**src/rtl/uart_pkg.sv**
```systemverilog
// Shared UART definitions: receiver/transmitter state encoding and frame shape.
package uart_pkg;

  localparam int DATA_BITS = 8;
  localparam int STOP_BITS = 1;

  typedef enum logic [2:0] {
    IDLE,
    START,
    DATA,
    STOP,
    WAIT_IDLE
  } uart_state_t;

endpackage

```
**src/rtl/uart_sync.sv**
```systemverilog
// Multi-bit 2-flop synchroniser for asynchronous inputs; every stage resets to 1.
module uart_sync #(
  parameter int WIDTH = 1
) (
  input  logic             clk,
  input  logic             rst_n,
  input  logic [WIDTH-1:0] d,
  output logic [WIDTH-1:0] q
);

  genvar gi;
  generate
    for (gi = 0; gi < WIDTH; gi++) begin : g_bit
      logic meta_reg;
      logic sync_reg;

      always_ff @(posedge clk or negedge rst_n) begin
        if (!rst_n) begin
          meta_reg <= 1'b1;
          sync_reg <= 1'b1;
        end else begin
          meta_reg <= d[gi];
          sync_reg <= meta_reg;
        end
      end

      assign q[gi] = sync_reg;
    end
  endgenerate

endmodule

```
**src/rtl/uart_rx_v.sv**
```systemverilog
// 8N1 UART receiver: oversamples the synchronised line and samples each bit at its centre.
module uart_rx_v
  import uart_pkg::*;
#(
  parameter int CLK_FREQ  = 300000000,
  parameter int BAUD_RATE = 115200
) (
  input  logic       i_clk,
  input  logic       i_rst_n,
  input  logic       i_rx,
  output logic [7:0] o_data,
  output logic       o_rx_dv,
  output logic       o_frame_err,
  output logic       o_active
);

  localparam int C  = CLK_FREQ / BAUD_RATE;
  localparam int H  = C / 2;
  localparam int CW = $clog2(C);
  localparam int IW = $clog2(DATA_BITS);

  localparam logic [CW-1:0] C_LAST   = CW'(C - 1);
  localparam logic [CW-1:0] H_LAST   = CW'(H - 1);
  localparam logic [CW-1:0] CNT_ONE  = CW'(1);
  localparam logic [IW-1:0] BIT_LAST = IW'(DATA_BITS - 1);
  localparam logic [IW-1:0] IDX_ONE  = IW'(1);

  logic rx_s;

  uart_sync #(.WIDTH(1)) u_sync (
    .clk  (i_clk),
    .rst_n(i_rst_n),
    .d    (i_rx),
    .q    (rx_s)
  );

  uart_state_t          state_reg, state_next;
  logic [CW-1:0]        clk_cnt_reg, clk_cnt_next;
  logic [IW-1:0]        bit_idx_reg, bit_idx_next;
  logic [DATA_BITS-1:0] shreg_reg, shreg_next;
  logic [7:0]           data_reg, data_next;
  logic                 rx_dv_reg, rx_dv_next;
  logic                 frame_err_reg, frame_err_next;

  always_ff @(posedge i_clk or negedge i_rst_n) begin
    if (!i_rst_n) begin
      state_reg     <= IDLE;
      clk_cnt_reg   <= '0;
      bit_idx_reg   <= '0;
      shreg_reg     <= '0;
      data_reg      <= 8'h00;
      rx_dv_reg     <= 1'b0;
      frame_err_reg <= 1'b0;
    end else begin
      state_reg     <= state_next;
      clk_cnt_reg   <= clk_cnt_next;
      bit_idx_reg   <= bit_idx_next;
      shreg_reg     <= shreg_next;
      data_reg      <= data_next;
      rx_dv_reg     <= rx_dv_next;
      frame_err_reg <= frame_err_next;
    end
  end

  always_comb begin
    state_next     = state_reg;
    clk_cnt_next   = clk_cnt_reg;
    bit_idx_next   = bit_idx_reg;
    shreg_next     = shreg_reg;
    data_next      = data_reg;
    rx_dv_next     = 1'b0;
    frame_err_next = 1'b0;

    unique case (state_reg)
      IDLE: begin
        clk_cnt_next = '0;
        bit_idx_next = '0;
        if (!rx_s) state_next = START;
      end
      // Half a bit in: confirm the start bit so short glitches fall back to IDLE.
      START: begin
        if (clk_cnt_reg == H_LAST) begin
          clk_cnt_next = '0;
          state_next   = rx_s ? IDLE : DATA;
        end else begin
          clk_cnt_next = clk_cnt_reg + CNT_ONE;
        end
      end
      DATA: begin
        if (clk_cnt_reg == C_LAST) begin
          clk_cnt_next             = '0;
          shreg_next[bit_idx_reg]  = rx_s;
          if (bit_idx_reg == BIT_LAST) state_next = STOP;
          else bit_idx_next = bit_idx_reg + IDX_ONE;
        end else begin
          clk_cnt_next = clk_cnt_reg + CNT_ONE;
        end
      end
      // Leave at the stop-bit centre so a zero-gap next start bit is still caught.
      STOP: begin
        if (clk_cnt_reg == C_LAST) begin
          clk_cnt_next = '0;
          if (rx_s) begin
            data_next  = shreg_reg;
            rx_dv_next = 1'b1;
            state_next = IDLE;
          end else begin
            frame_err_next = 1'b1;
            state_next     = WAIT_IDLE;
          end
        end else begin
          clk_cnt_next = clk_cnt_reg + CNT_ONE;
        end
      end
      WAIT_IDLE: begin
        clk_cnt_next = '0;
        if (rx_s) state_next = IDLE;
      end
      default: state_next = IDLE;
    endcase
  end

  assign o_data      = data_reg;
  assign o_rx_dv     = rx_dv_reg;
  assign o_frame_err = frame_err_reg;
  assign o_active    = (state_reg == START) || (state_reg == DATA) || (state_reg == STOP);

endmodule

```
**config.mk**
```make
export PLATFORM = sky130hd
export DESIGN_NAME = uart_rx_v
export DESIGN_NICKNAME = d
export VERILOG_FILES = /design/src/rtl/uart_pkg.sv /design/src/rtl/uart_sync.sv /design/src/rtl/uart_rx_v.sv
export SDC_FILE = /design/constraint.sdc
export NUM_CORES = 1
export LEC_CHECK = 0
export BUFFER_PORTS_ARGS = -buffer_cell sky130_fd_sc_hd__buf_2
export CAP_MARGIN = 5
export CORE_MARGIN = 4
export CORE_UTILIZATION = 45
export DETAILED_ROUTE_END_ITERATION = 6
export SYNTH_ARGS = -nofsm -noshare
export SYNTH_HDL_FRONTEND = slang
export SYNTH_SLANG_ARGS = --single-unit
```
**constraint.sdc**
```tcl
create_clock -name i_clk -period 1.8 [get_ports i_clk]
set_input_delay 0.45 -clock i_clk [delete_from_list [all_inputs] [get_ports i_clk]]
set_output_delay 0.45 -clock i_clk [all_outputs]
set_load 0.02 [all_outputs]
```
==> metrics.yaml, run 1 <==
outcome: "finished, final reports clean"
switchingPower_uw: 345
drt-wirelength-per-cell_um: 16.8
yosys-top-cells-area: "dfrtp_1 (47%), mux2_2 (9.5%), nor2_1 (3.5%)"
cp-start-kind: "flip-flop"
synth_cell_types: 43
io_pins: 14
synth_edf_count: 0
clkSlewWorstSetupHoldPaths_ns: 0.08
yosysTopAreaCellShare: 0.473
syn2layout_area_growth_pct: 24.2
yosys-top-cells-count: "dfrtp_1 (36), nor2_1 (18), mux2_2 (16)"
gp_congestion: 0.910
fp.dieH_um: 73.1
timing.hold.ws_ns: 0.0900
critPathMaxFanout: 6
ctsHoldBuffers: 0
tritoncts: "yes"
multi_input_area_um2: 925
finalSetupViolCount: 0
cts_sinks: 38
drc: 0
grt_max_degree: 21
fin_skew_ns: 0.00146
fp-row-count: 23
register_area_um2: 953
r2r_slack_ns: 0.06
fillers: 337
grt_pass1_vias: 1419
numCtsBuffers: 5
switching_share: 0.195
endpoint_kind: "flip-flop"
maxSlewHeadroom: 0.654
synth_cells: 169
cts.path.max_buffers: 2
dp.cells: 244
yosysMostFrequentCell: "dfrtp_1"
cp_slowest_cell: "dfrtp_1"
power.total_mw: 1.76
min_path_type: "in2async"
core_area_um2: 4060
die_x_um: 73.1
max_freq_ghz: 0.573
internal-power_mw: 1.42
stdcell_count: 254
drv_slew: 0
seqPwrFrac: 0.487
slowest_delay_ns: 0.39
syn_nets: 176
yosys.area.top_type: "dfrtp_1"
design.die.area_um2: 5340
ant_nets: 0
reg2reg_from: "clk_cnt_reg[1]$_DFFE_PN0P_"
gr-total-overflow: 0
cts.htree.levels: 2
rsz0062_at_grt: "yes"
grt_first_pass_wirelength_mm: 6.87
p_leak_nw: 1.07
postSynth.asyncResetShare: 1.00
power.density_nw_per_um2: 746
wl_mm: 4.26
final_net_count: 210
diodes: 0
period_share: 0.969
ys_seq_area_frac: 0.501
synth_flop_cell: "dfrtp_1"
io_buffers: 13
dp.final_hpwl_mm: 2.99
viasPerCell: 5.61
grt_use_total: 0.169
crit_chain: "buf_4 > inv_1 > ha_1 > nor4bb_4 > nand3_2 > o221ai_2 > buf_6 > a211oi_1"
hold_violations: 0
drive_gt1_frac: 0.382
cp.required_ns: 1.96
pwr-share-clk: 0.497
peakVddDrop_mv: 0.503
antenna_found_initial: 0
root_buffer: "clkbuf_8"
maxCapViolations: 0
largest_reg_flops: 12
drt_iter0_drc: 144
criticalPathCategory: "reg2reg"
syn_area_um2: 1900
route.vias.total: 1426
period_needed_ns: 1.74
synth-seq-cells: 38
floorplan.initialDensity: 0.469
dr.pass1.iters: 5
arrival_ns: 1.91
syn_area_per_cell_um2: 11.3
clkLatencyLatePin_ns: 0.30
yosys_warnings: 0
power_frac_comb: 0.017
tightest_slew_ns: 0.516
setup.worst_path.start: "clk_cnt_reg[1]$_DFFE_PN0P_"
kinds of logic after synthesis:
logic type	share of synthesized area
multiplexers	0.0946
flip-flops	0.501
AO/OA/AOI/OAI	0.0578
XOR/XNOR	0.0460
adder cells (fa/ha/maj)	0.0263
AND/OR/NAND/NOR	0.236
buffers and inverters	0.0388
placed cells by master, fill, tap and decap left out, drive strengths merged, types with 2 or more instances in the layout:
| cell type | count |
|---|---|
| buf | 39 |
| dfrtp | 36 |
| nor2 | 18 |
| mux2 | 16 |
| nand4 | 10 |
| nor3 | 8 |
| xnor2 | 7 |
| nand3 | 7 |
| nand2 | 6 |
| clkbuf | 5 |
| nor4b | 5 |
| nor3b | 4 |
| ha | 4 |
| xor2 | 3 |
| a21oi | 3 |
| inv | 2 |
| nand2b | 2 |
| a32o | 2 |
| nand4b | 2 |
| bufinv | 2 |
| dfstp | 2 |
| and4b | 2 |
| and3 | 2 |
| o21ai | 2 |
area by class of cell:
| class | count | share of cell area |
|---|---|---|
| Multi-Input combinational cell | 117 | 0.391 |
| Clock inverter | 3 | 0.0291 |
| Timing Repair Buffer | 39 | 0.118 |
| Inverter | 2 | 0.00317 |
| Clock buffer | 5 | 0.0291 |
| Tap cell | 50 | 0.0264 |
| Sequential cell | 38 | 0.403 |
path summary, 6_finish.rpt:
| path | to | cells past startpoint |
|---|---|---|
| min | clk_cnt_reg[7]$_DFFE_PN0P_ | 1 |
| min in group i_clk | u_sync.g_bit[0].meta_reg$_DFF_PN1_ | 1 |
| min reg2reg | u_sync.q$_DFF_PN1_ | 0 |
| max | clk_cnt_reg[1]$_DFFE_PN0P_ | 8 |
| max reg2reg | clk_cnt_reg[1]$_DFFE_PN0P_ | 8 |
| max in group asynchronous | o_data[6]$_DFFE_PN0P_ | 2 |
power by group through the flow:
stage	clock network [mW]	registers (mW)	logic, mW
after floorplan	0	0.876	0.00248
after global routing	0.933	0.859	0.0340
after CTS	0.895	0.859	0.0309
after global placement	0	0.875	0.0300
final	0.877	0.859	0.0292
after detailed placement	0	0.876	0.0309
worst max-delay path: cells and delay by family, from the launching register on:
kind	cells	cell delay, ns
AOI/OAI and AO/OA	2	0.32
adders and majority gates	1	0.16
buffers and inverters	3	0.38
DFF	1	0.39
and+or+nand+nor	2	0.35
stage by stage:
step	setup TNS, ns	area [um^2]	setup slack (ns)	util
floorplan	0	1900	0.0103	-
global placement	0	2160	0.0549	0.532
detailed placement	0	2160	0.0132	0.532
CTS	0	2300	0.00214	0.566
global route	-0.0706	2370	-0.0212	0.583
finish	0	2370	0.0559	0.583
layer usage:
layer	track usage	vias up	wire length (um)
met3	0.0551	6	259
met4	0.0656	0	60
met5	0	-	0
met1	0.239	682	2060
met2	0.239	51	1890
li1	-	687	-
timing repair:
action,4_1_cts,5_1_grt
buffers inserted,0,1
endpoints found under the hold margin,0,0
setup endpoints to repair,0,25
resized for setup,0,17
Note: power is estimated with default switching activity, not from simulation.
==> run 2: changes to the inputs <==
--- a/config.mk
+++ b/config.mk
@@ -7,7 +7,7 @@
 export LEC_CHECK = 0
 export BUFFER_PORTS_ARGS = -buffer_cell sky130_fd_sc_hd__buf_2
 export CAP_MARGIN = 5
-export CORE_MARGIN = 4
+export CORE_MARGIN = 5
 export CORE_UTILIZATION = 45
 export DETAILED_ROUTE_END_ITERATION = 6
 export SYNTH_ARGS = -nofsm -noshare
==> constraint.sdc (replaced) <==
create_clock -name i_clk -period 1.9 [get_ports i_clk]
set_input_delay 0.475 -clock i_clk [delete_from_list [all_inputs] [get_ports i_clk]]
set_output_delay 0.475 -clock i_clk [all_outputs]
set_load 0.02 [all_outputs]
==> run 2 against run 1 <==
Effect of this change:
- clock power decreased by 6.5%
- routed wire length shrank 9.9%
- global-route usage fell by 1.1 points
- clock skew rose by 0.0029 ns
- hold slack better by 0.041 ns
- worst setup slack improved by 0.057 ns
- die area is 5.6% higher
- total power down 5.8%
- flip-flop and latch count stayed put
- cell count decreased by 3.5%
- utilization fell by 2.8 points
- critical endpoint is now shreg_reg[7]$_DFFE_PN0P_
- largest power group unchanged
==> metrics.yaml, run 2 (synthesis results as in run 1) <==
outcome: "finished, final reports clean"
antenna_found_initial: 0  # unchanged
finalSetupTns_ns: 0  # unchanged
cp.required_ns: 2.08  # +0.12 ns
critPathMaxFanout: 5  # -1
numCtsBuffers: 5  # unchanged
tritoncts: "yes"
fin_skew_ns: 0.00437  # +0.00291 ns
floorplan.initialDensity: 0.469  # unchanged
min_path_type: "in2async"
syn2layout_area_growth_pct: 18.2
fillers: 356  # +5.6%
drive_gt1_frac: 0.318  # -0.0644
fp.dieH_um: 75.1  # +2.7%
period_share: 0.941  # -0.0284
p_leak_nw: 1.03  # -4.1%
max_freq_ghz: 0.560  # -2.4%
maxSlewHeadroom: 0.677  # +0.0234
rsz0062_at_grt: "no"
cp-start-kind: "flip-flop"
gr-total-overflow: 0  # unchanged
cts_sinks: 38  # unchanged
tightest_slew_ns: 0.481  # -0.0349 ns
gp_congestion: 0.814  # -11%
register_area_um2: 953  # unchanged
root_buffer: "clkbuf_8"
viasPerCell: 5.62  # +0.18%
drv_slew: 0  # unchanged
io_pins: 14  # unchanged
arrival_ns: 1.97  # +0.06 ns
power.density_nw_per_um2: 738  # -1.0%
hold_violations: 0  # unchanged
diodes: 0  # unchanged
peakVddDrop_mv: 0.388  # -23%
grt_use_total: 0.159  # -0.0107
fp-row-count: 23  # unchanged
final_common_cell: "dfrtp_1"
io_buffers: 13  # unchanged
grt_first_pass_wirelength_mm: 6.74  # -1.8%
drt_iter0_drc: 62  # -57%
post-cts-setup-buffer-count: 0  # unchanged
ant_nets: 0  # unchanged
endpoint_kind: "flip-flop"
clkSlewWorstSetupHoldPaths_ns: 0.08  # about the same
ctsHoldBuffers: 0  # unchanged
maxCapViolations: 0  # unchanged
final_net_count: 201  # -4.3%
core_area_um2: 4060  # unchanged
dr.pass1.iters: 4  # -1
finalSetupViolCount: 0  # unchanged
wl_mm: 3.84  # -9.9%
period_needed_ns: 1.79  # +0.0429 ns
top_layer_used: "met4"
wl_met2_mm: 1.72  # -8.5%
die_x_um: 75.1  # +2.7%
setup.worst_path.start: "clk_cnt_reg[0]$_DFFE_PN0P_"
clkLatencyLatePin_ns: 0.29  # about the same
design.die.area_um2: 5630  # +5.6%
grt_pass1_vias: 1401  # -1.3%
largest_reg_flops: 12  # unchanged
final_cell_mix: "dfrtp_1 (36), nor2_1 (18), mux2_2 (16), buf_4 (16), buf_2 (13)"
utilization: 0.555  # -0.0284
met3_length_um: 142  # -45%
cts.htree.levels: 2  # unchanged
reg2reg_from: "clk_cnt_reg[0]$_DFFE_PN0P_"
criticalPathCategory: "reg2reg"
ff2ff_path_depth: 6  # -2
drt-wirelength-per-cell_um: 15.7  # -6.6%
cts.path.max_buffers: 2  # unchanged
dp.final_hpwl_mm: 2.82  # -5.5%
route.vias.total: 1378  # -3.4%
multi_input_area_um2: 885  # -4.3%
drc: 0  # unchanged
wl_met1_mm: 1.91  # -6.9%
grt_max_degree: 21  # unchanged
==> run 2: cell count changes in the layout (fill, tap and decap cells not counted), moves of 2 or more <==
cell     previous run  this run
buf_4              23        16
buf_6               2         0
nor3b_1             1         3
nor3b_2             3         1
==> run 2: layout make-up <==
cell class,instances,area share
clock buffer,5,0.0306
clock inverter,3,0.0306
inverter,2,0.00334
multi-input combinational,117,0.393
sequential,38,0.424
tap,50,0.0278
timing repair buffer,30,0.0912
==> run 2: worst paths after layout <==
path                                                      end  slack (ns)
setup reg to reg                     shreg_reg[7]$_DFFE_PN0P_        0.11
hold / removal                       state_reg[1]$_DFFE_PN0P_        0.13
min in group i_clk         u_sync.g_bit[0].meta_reg$_DFF_PN1_        0.28
max in group asynchronous                  u_sync.q$_DFF_PN1_        1.23
hold reg to reg                            u_sync.q$_DFF_PN1_        0.36
setup / recovery                     shreg_reg[7]$_DFFE_PN0P_        0.11
==> run 2: routing by layer <==
layer  vias up  GRT usage
li1        664          -
met1       680      0.224
met2        26      0.229
met3         8     0.0414
met4         0     0.0692
met5         -          0
==> run 2: stage by stage <==
step | hold WS (ns) | setup WS [ns] | instances | area [um^2] | power (mW)
after floorplan | 0.179 | 0.110 | 169 | 1900 | 0.832
after global placement | 0.350 | 0.153 | 237 | 2110 | 0.857
after detailed placement | 0.349 | 0.111 | 237 | 2110 | 0.859
after CTS | 0.132 | 0.0998 | 245 | 2240 | 1.69
after global routing | 0.153 | 0.0173 | 245 | 2250 | 1.72
final | 0.131 | 0.113 | 245 | 2250 | 1.66
==> run 2: where the power goes <==
group          switching [mW]  internal (mW)
clock                   0.294          0.526
sequential            0.00141          0.812
combinational          0.0209        0.00712
==> run 2: worst max-delay path, cell delays in order, from the launching register on <==
cell and delay [ns]:
dfrtp_1 0.39, ha_1 0.21, and4b_1 0.22, and3_2 0.24
buf_4 0.16, nand4_1 0.11, mux2_2 0.34
==> run 2: timing repair <==
| action | 4_1_cts | 5_1_grt |
|---|---|---|
| endpoints found under the setup margin | 0 | 14 |
| endpoints found under the hold margin | 0 | 0 |
| resized for setup | 0 | 2 |
==> run 3: changes to the inputs <==
--- a/config.mk
+++ b/config.mk
@@ -7,9 +7,12 @@
 export LEC_CHECK = 0
 export BUFFER_PORTS_ARGS = -buffer_cell sky130_fd_sc_hd__buf_2
 export CAP_MARGIN = 5
+export CELL_PAD_IN_SITES_DETAIL_PLACEMENT = 1
+export CELL_PAD_IN_SITES_GLOBAL_PLACEMENT = 1
 export CORE_MARGIN = 5
 export CORE_UTILIZATION = 45
 export DETAILED_ROUTE_END_ITERATION = 6
+export PLACE_DENSITY_LB_ADDON = 0.1
 export SYNTH_ARGS = -nofsm -noshare
 export SYNTH_HDL_FRONTEND = slang
 export SYNTH_SLANG_ARGS = --single-unit
==> run 3 against run 2 <==
Effect of this change:
- clock-buffer cell count increased by 3
- critical endpoint is now o_data[2]$_DFFE_PN0P_
- combinational power decreased by 5%
- cell area decreased by 1.1%
- sequential power about the same
==> metrics.yaml, run 3 (synthesis results as in run 1) <==
numCtsBuffers: 5  # unchanged
maxCapViolations: 0  # unchanged
period_needed_ns: 1.81  # +0.0240 ns
drt-wirelength-per-cell_um: 19.1  # +22%
floorplan.initialDensity: 0.469  # unchanged
wl_mm: 4.72  # +23%
criticalPathCategory: "reg2reg"
max_freq_ghz: 0.552  # -1.3%
hold_violations: 0  # unchanged
grt_pass1_vias: 1531  # +9.3%
fp-row-count: 23  # unchanged
io_buffers: 13  # unchanged
largest_reg_flops: 12  # unchanged
gr-total-overflow: 0  # unchanged
dp.final_hpwl_mm: 3.42  # +21%
utilization: 0.549  # -0.00586
detailedPlace.worstSlack_ns: 0.101  # -0.00979 ns
min_path_type: "in2async"
critPathMaxFanout: 8  # +3
peakVddDrop_mv: 0.555  # +43%
slowest_delay_ns: 0.49  # +0.10 ns
setup_ws_ns: 0.0890  # -0.0240 ns
io_pins: 14  # unchanged
endpoint_kind: "flip-flop"
power.total_mw: 1.40  # -16%
drt_iter0_drc: 86  # +39%
period_share: 0.953  # +0.0127
clkLatencyLatePin_ns: 0.28  # about the same
rsz0062_at_grt: "no"
drive_gt1_frac: 0.325  # +0.00692
fin_skew_ns: 0.00859  # +0.00421 ns
viasPerCell: 5.78  # +2.8%
gp_congestion: 0.891  # +9.5%
final_cell_area_um2: 2230  # -1.1%
finalSetupViolCount: 0  # unchanged
die_x_um: 75.1  # unchanged
grt_first_pass_wirelength_mm: 7.70  # +14%
ant_nets: 0  # unchanged
tritoncts: "yes"
tightest_slew_ns: 0.495  # +0.0137 ns
grt_max_degree: 20  # -4.8%
drv_slew: 0  # unchanged
cts.htree.levels: 2  # unchanged
critical_path.top_delay_family: "simple AND/OR/NAND/NOR gates"
design.die.area_um2: 5630  # unchanged
power.density_nw_per_um2: 629  # -15%
diodes: 0  # unchanged
syn2layout_area_growth_pct: 17.0
place_area_um2: 2090  # -0.59%
cp_slowest_cell: "dfrtp_1"
cp-start-kind: "flip-flop"
crit_buf_inv: 0  # -1
timing.hold.ws_ns: 0.133  # +0.00199 ns
outcome: "finished, final reports clean"
dr.pass1.iters: 4  # unchanged
antenna_found_initial: 0  # unchanged
root_buffer: "clkbuf_8"
drc: 0  # unchanged
clkSlewWorstSetupHoldPaths_ns: 0.07  # about the same
grt_use_total: 0.184  # +0.0250
p_leak_nw: 1.01  # -1.6%
cts_sinks: 38  # unchanged
cts.path.max_buffers: 2  # unchanged
final_common_cell: "dfrtp_1"
core_area_um2: 4060  # unchanged
crit_chain: "nor3b_2 > and3_1 > nand4_4 > mux2_2"
finalSetupTns_ns: 0  # unchanged
cp.required_ns: 2.06  # -0.02 ns
final_net_count: 203  # +1.0%
maxSlewHeadroom: 0.668  # -0.00920
arrival_ns: 1.97  # about the same
fillers: 443  # +24%
dp.cells: 237  # unchanged
ctsHoldBuffers: 0  # unchanged
fp.dieH_um: 75.1  # unchanged
final_cell_mix: "dfrtp_1 (36), buf_4 (18), nor2_1 (17), mux2_2 (16), buf_2 (13)"
stdcell_count: 247  # +0.82%
route.vias.total: 1428  # +3.6%
[run 3: final timing paths]
path                                                    start                            endpoint  slack (ns)  cells after the start
setup / recovery                   clk_cnt_reg[9]$_DFFE_PN0P_               o_data[2]$_DFFE_PN0P_        0.09                      4
hold / removal                                        i_rst_n          clk_cnt_reg[9]$_DFFE_PN0P_        0.13                      1
hold reg to reg            u_sync.g_bit[0].meta_reg$_DFF_PN1_                  u_sync.q$_DFF_PN1_        0.36                      0
setup reg to reg                   clk_cnt_reg[9]$_DFFE_PN0P_               o_data[2]$_DFFE_PN0P_        0.09                      4
max in group asynchronous                             i_rst_n            shreg_reg[6]$_DFFE_PN0P_        1.20                      2
min in group i_clk                                       i_rx  u_sync.g_bit[0].meta_reg$_DFF_PN1_        0.29                      1
[run 3: worst register-to-register path, delay by kind of cell, from the launching register on]
family	cells	cell delay (ns)
flip-flops	1	0.49
multiplexers	1	0.34
AND/OR/NAND/NOR	3	0.86
[run 3: power by group]
| part | switching [mW] | internal [mW] | leakage, nW |
|---|---|---|---|
| clock network | 0.264 | 0.296 | 0.0455 |
| registers | 0.00164 | 0.812 | 0.509 |
| logic | 0.0211 | 0.00570 | 0.458 |
[run 3: what timing repair did]
item / CTS / global route
setup buffers: 0 / 1
setup endpoints to repair: 0 / 14
resized for setup: 0 / 8
[run 3: final cells by class]
type,count,area (um^2),share of cell area
tap,50,62.6,0.0281
inverter,2,7.51,0.00337
multi-input combinational,117,906,0.407
timing repair buffer,32,208,0.0933
sequential,38,953,0.428
clock buffer,8,90.1,0.0404
[run 3: layer usage]
layer  global-route usage  vias to the layer above  routed length, um
met3               0.0401                        6                137
met4               0.0415                        0                 48
met1                0.244                      735               2210
met5                    0                        -                  0
met2                0.308                       18               2320
li1                     -                      669                  -
